--- src/rtl/led_pwm_bank.sv ---
// led_pwm_bank: N-channel prescaled PWM LED controller behind an spi_slave register window
// Ports: clk/reset (sync, active-high); we/re/addr/wdat register bus in; rdat/hit read mux out;
//        pwm_out registered PWM per channel; frame_stb pulses after each frame wrap; busy = any cur!=target.
module led_pwm_bank #(
  parameter int NCH = 3,
  parameter int PWM_W = 8,
  parameter int PRESC_W = 16,
  parameter logic [6:0] BASE_ADDR = 7'h10
) (
  input  logic clk,
  input  logic reset,
  input  logic we,
  input  logic re,
  input  logic [6:0] addr,
  input  logic [31:0] wdat,
  output logic [31:0] rdat,
  output logic hit,
  output logic [NCH-1:0] pwm_out,
  output logic frame_stb,
  output logic busy
);
  localparam logic [6:0] NREG = 7'(3 + 2 * NCH);
  logic [2:0] ctrl_q, ctrl_d;
  logic [PRESC_W-1:0] presc_q, presc_d, pre_cnt_q, pre_cnt_d;
  logic [PWM_W-1:0] pwm_cnt_q, pwm_cnt_d;
  logic [PWM_W-1:0] duty_q [NCH];
  logic [PWM_W-1:0] duty_d [NCH];
  logic [PWM_W-1:0] cur_q [NCH];
  logic [PWM_W-1:0] cur_d [NCH];
  logic [NCH-1:0] pwm_out_q, pwm_out_d, stat;
  logic frame_stb_q, frame_stb_d;
  logic [6:0] off;
  logic wr, en, fade, inv, tick, wrap, unused;
  assign unused = ^{re, wdat};
  assign en = ctrl_q[0];
  assign fade = ctrl_q[1];
  assign inv = ctrl_q[2];
  assign off = addr - BASE_ADDR;
  assign hit = (addr >= BASE_ADDR) && (off < NREG);
  assign wr = we & hit;
  assign tick = en && (pre_cnt_q == presc_q);
  assign wrap = tick && (&pwm_cnt_q);
  assign pwm_out = pwm_out_q;
  assign frame_stb = frame_stb_q;
  assign busy = |stat;
  always_comb begin
    ctrl_d = (wr && off == 7'd0) ? wdat[2:0] : ctrl_q;
    presc_d = (wr && off == 7'd1) ? wdat[PRESC_W-1:0] : presc_q;
    pre_cnt_d = (!en || (wr && off == 7'd1) || tick) ? '0 : pre_cnt_q + 1'b1;
    pwm_cnt_d = !en ? '0 : pwm_cnt_q + PWM_W'(tick);
    frame_stb_d = wrap;
    for (int i = 0; i < NCH; i++) begin
      duty_d[i] = (wr && off == 7'(2 + i)) ? wdat[PWM_W-1:0] : duty_q[i];
      // duty_q here is the pre-write value, so a DUTY write landing on the wrap edge waits a frame
      cur_d[i] = !en ? duty_q[i] :
                 !wrap ? cur_q[i] :
                 !fade ? duty_q[i] :
                 (cur_q[i] < duty_q[i]) ? cur_q[i] + 1'b1 :
                 (cur_q[i] > duty_q[i]) ? cur_q[i] - 1'b1 : cur_q[i];
      pwm_out_d[i] = en & ((pwm_cnt_q < cur_q[i]) ^ inv);
      stat[i] = en & (cur_q[i] != duty_q[i]);
    end
  end
  always_comb begin
    rdat = '0;
    if (hit) begin
      if (off == 7'd0) rdat[2:0] = ctrl_q;
      if (off == 7'd1) rdat[PRESC_W-1:0] = presc_q;
      if (off == 7'(2 + NCH)) rdat[NCH-1:0] = stat;
      for (int i = 0; i < NCH; i++) begin
        if (off == 7'(2 + i)) rdat[PWM_W-1:0] = duty_q[i];
        if (off == 7'(3 + NCH + i)) rdat[PWM_W-1:0] = cur_q[i];
      end
    end
  end
  always_ff @(posedge clk) begin
    if (reset) begin
      ctrl_q <= 3'b001;
      presc_q <= '0;
      pre_cnt_q <= '0;
      pwm_cnt_q <= '0;
      duty_q <= '{default: '0};
      cur_q <= '{default: '0};
      pwm_out_q <= '0;
      frame_stb_q <= 1'b0;
    end else begin
      ctrl_q <= ctrl_d;
      presc_q <= presc_d;
      pre_cnt_q <= pre_cnt_d;
      pwm_cnt_q <= pwm_cnt_d;
      duty_q <= duty_d;
      cur_q <= cur_d;
      pwm_out_q <= pwm_out_d;
      frame_stb_q <= frame_stb_d;
    end
  end
endmodule

--- config.mk ---
export PLATFORM = sky130hd
export DESIGN_NAME = led_pwm_bank
export DESIGN_NICKNAME = d
export VERILOG_FILES = /design/src/rtl/led_pwm_bank.sv
export SDC_FILE = /design/constraint.sdc
export NUM_CORES = 1
export LEC_CHECK = 0
export CELL_PAD_IN_SITES_DETAIL_PLACEMENT = 0
export CELL_PAD_IN_SITES_GLOBAL_PLACEMENT = 1
export CORE_ASPECT_RATIO = 0.9
export CORE_MARGIN = 2
export CORE_UTILIZATION = 46
export DETAILED_ROUTE_END_ITERATION = 16
export PLACE_DENSITY_LB_ADDON = 0.08
export SLEW_MARGIN = 20
export SYNTH_ARGS = -nofsm -noshare
export SYNTH_HDL_FRONTEND = slang
export SYNTH_SLANG_ARGS = --single-unit
--- constraint.sdc ---
create_clock -name clk -period 5.83 [get_ports clk]
set_clock_uncertainty 0.2 [all_clocks]
set_input_delay 1.4575 -clock clk [delete_from_list [all_inputs] [get_ports clk]]
set_output_delay 1.4575 -clock clk [all_outputs]
set_load 0.05 [all_outputs]
==> run_results.csv <==
group,metric,value,unit
grt,grt_max_degree,66,
die,core_area,14800,um2
synth,synthCells,871,
min_path,min_from,"duty_q[18]",
status,run_status,"finished, final reports clean",
clock_tree,cts_tree,"done",
route,vias,6370,
setup_path,reg2reg_depth,14,
timing,slew_headroom,50.1,%
route,first_pass_iters,5,
route,ant_nets,0,
cells_and_area,instances_no_fill,1110,
power_and_ir_drop,p_comb_share,10.3,%
route,wl_met3,1200,um
grt,grt_overflow,0,
route,wire_per_inst,18.8,um
setup_path,reg2reg_to,"cur_q[23]",
cells_and_area,area.sequential,1900,um2
synth,postSynth.asyncResetShare,0,%
synth,synth_area_per_cell,7.99,um2
die,start_util,47.1,%
power_and_ir_drop,power.share.clock,43.3,%
placed_design,dp_slack,0.00213,ns
setup_path,cp.required,4.17,ns
placed_design,place_area,7700,um2
setup_path,end_kind,"output pin",
synth,yosysWarnings,0,
cells_and_area,nets,1024,
synth,synth_adder_area_share,13.6,%
setup_path,r2r-start,"duty_q[17]",
clock_tree,clkSinkCount,95,
synth,synthFlopType,"dfxtp_1",
clock_tree,cts_buffers,9,
synth,synth_compound_area_share,20.0,%
route,wl_met2,9350,um
clock_tree,worstSkewPairLatency,0.37,ns
cells_and_area,multi_input_area,4610,um2
power_and_ir_drop,seqPwrFrac,46.4,%
power_and_ir_drop,p_leak,3.34,nW
route,drtIter0Drc,470,
synth,synth_top_family_by_area,"simple AND/OR/NAND/NOR gates",
synth,synth_simple_gate_area_share,20.0,%
timing,whs,0.304,ns
timing,tns,0,ns
cells_and_area,nFillCells,1411,
cells_and_area,diodes,0,
cells_and_area,syn_to_final_growth,15.6,%
grt,antenna_found_initial,0,
die,ios,81,
power_and_ir_drop,peakVddDrop,0.000139,V
power_and_ir_drop,power.internal,1.01,mW
setup_path,r2r_slack,2.08,ns
timing,setup_viol,0,
placed_design,place_congestion,0.909,
flow_run,drv_cap,0,
cells_and_area,drive_gt1_share,7.89,%
clock_tree,clockBufferDepth,2,
die,die-area,16100,um2
timing,fin_crit_sh,97.7,%
min_path,hold_end,"duty_q[18]",
synth,synth_xor_area_share,6.80,%
synth,netlist_area,6960,um2
route,routed_wl,20900,um
die,std_cell_rows,42,
min_path,hold_path_class,"reg2reg",
timing,tightest_slew,0.748,ns
timing,fmax,0.176,GHz
grt,grt_usage,26.4,%
cells_and_area,stdcell_area,8040,um2
min_path,whs_path_depth,2,
grt,grt_pass1_wl,32700,um
synth,synth_edf_count,0,
synth,yosys_register_bits,95,
timing,finalCriticalPeriod,5.70,ns
synth,synth_cell_types,59,
placed_design,hpwl,16000,um
timing,rsz0062_at_grt,"false",
placed_design,placedCellCount,1094,
power_and_ir_drop,p_sw,0.408,mW
synth,muxShareOfSynthArea,4.46,%
setup_path,path_class,"in2out",
die,die_w,134,um
placed_design,port_buffers,47,
power_and_ir_drop,swShare,28.7,%
setup_path,crit_path_start_kind,"primary input",
timing,drv_slew,0,
timing,setup_ws,0.132,ns
die,chipHeight,121,um
clock_tree,path_clk_slew,0.08,ns
clock_tree,cts_setup_buffers,0,
route,via_per_inst,5.74,
timing,finalHoldViolCount,0,
clock_tree,htreeDepth,3,
route,highest_layer,"met4",
route,drc,0,
power_and_ir_drop,powerDensity,177,nW/um2
setup_path,path_max_fanout,3,
route,wl_met1,9790,um
grt,first_global_vias,5980,
synth,seq_area_frac_synth,27.3,%
setup_path,arrival,4.04,ns
clock_tree,root_buffer,"clkbuf_16",
## worst max path at each step
stage	start	endpoint	slack (ns)	depth (start not counted)
after CTS	addr[4]	rdat[7]	0.005	12
after detailed placement	addr[4]	rdat[2]	0.002	12
after floorplan	addr[4]	rdat[1]	0.32	10
final	addr[4]	rdat[0]	0.13	10
after global routing	addr[4]	rdat[6]	0.02	12
after global placement	addr[4]	rdat[2]	0.04	12
## timing repair
action,4_1_cts,5_1_grt
hold buffers,0,0
setup endpoints to repair,1,6
gates resized for setup,1,7
pin swaps,1,2
## routing by layer
layer / GRT usage [%] / vias up
li1: - / 3103
met1: 36.7 / 3035
met2: 41.5 / 193
met3: 4.15 / 39
met4: 9.38 / 0
met5: 0 / -
## critical path, stage by stage
cell and delay [ns]:
clkdlybuf4s50_1 0.49, inv_1 0.06, ha_1 0.22, xnor2_2 0.20
nand2_2 0.11, or4b_2 0.66, o32ai_1 0.16, o21ai_0 0.13
a21oi_1 0.37, buf_12 0.19
## kinds of logic (layout without fill, tap and decap cells)
group                    count (synthesis)  count (layout)
other                                    1              16
XOR/XNOR                                54              54
flip-flops                              95              95
adder cells (fa/ha/maj)                 74              74
multiplexers                            31              31
buffers and inverters                  109             135
AND/OR/NAND/NOR                        298             298
AO/OA/AOI/OAI                          209             209
## Yosys cell counts (16+ instances only)
| cell type | count | area [um2] |
|---|---|---|
| dfxtp_1 | 95 | 1900 |
| nor2_1 | 94 | 353 |
| nand2_1 | 85 | 319 |
| ha_1 | 71 | 888 |
| a21oi_1 | 66 | 330 |
| inv_1 | 54 | 203 |
| xor2_1 | 36 | 315 |
| o21ai_0 | 34 | 170 |
| nand3_1 | 33 | 165 |
| mux2i_1 | 31 | 310 |
| a21o_1 | 29 | 218 |
| clkbuf_1 | 23 | 86.3 |
| and3_1 | 19 | 119 |
| a211oi_1 | 18 | 135 |
| xnor2_1 | 18 | 158 |
| buf_4 | 16 | 120 |
## power groups by stage
stage          combinational [mW]  clock (mW)  sequential, mW
4_1_cts                     0.144       0.625           0.659
3_3_place_gp                0.142           0           0.674
6_report                    0.147       0.614           0.659
3_5_place_dp                0.144           0           0.674
2_1_floorplan              0.0934           0           0.680
5_1_grt                     0.158       0.648           0.659
## metrics by stage
step / util (%) / total power, mW
floorplan: - / 0.774
global placement: 52.2 / 0.816
detailed placement: 52.2 / 0.818
CTS: 54.3 / 1.43
global route: 54.4 / 1.47
finish: 54.4 / 1.42
## cell type report
| type | count | area share (%) |
|---|---|---|
| Timing Repair Buffer | 65 | 9.59 |
| Inverter | 54 | 2.52 |
| Clock inverter | 7 | 1.01 |
| Tap cell | 198 | 3.08 |
| Sequential cell | 95 | 23.7 |
| Multi-Input combinational cell | 682 | 57.3 |
| Clock buffer | 9 | 2.80 |
## cells in the final DEF, fill, tap and decap left out, types with 12 or more instances in the layout
cell type and n:
dfxtp_1 95, nor2_1 94, nand2_1 84, ha_1 71
a21oi_1 63, inv_1 54, xor2_1 36, nand3_1 33
o21ai_0 33, mux2i_1 31, a21o_1 29, clkdlybuf4s50_1 29
and3_1 19, a211oi_1 18, buf_4 18, xnor2_1 17
buf_12 17, conb_1 16, nand4_1 13, nand2b_1 12
## state kept, by name (all words and copies together), names as in the netlist
register and flops:
cur_q 24, duty_q 24, pre_cnt_q 16, presc_q 16, pwm_cnt_q 8, ctrl_q 3
pwm_out 3, frame_stb 1
No activity file was read; power rests on OpenSTA's default activity.
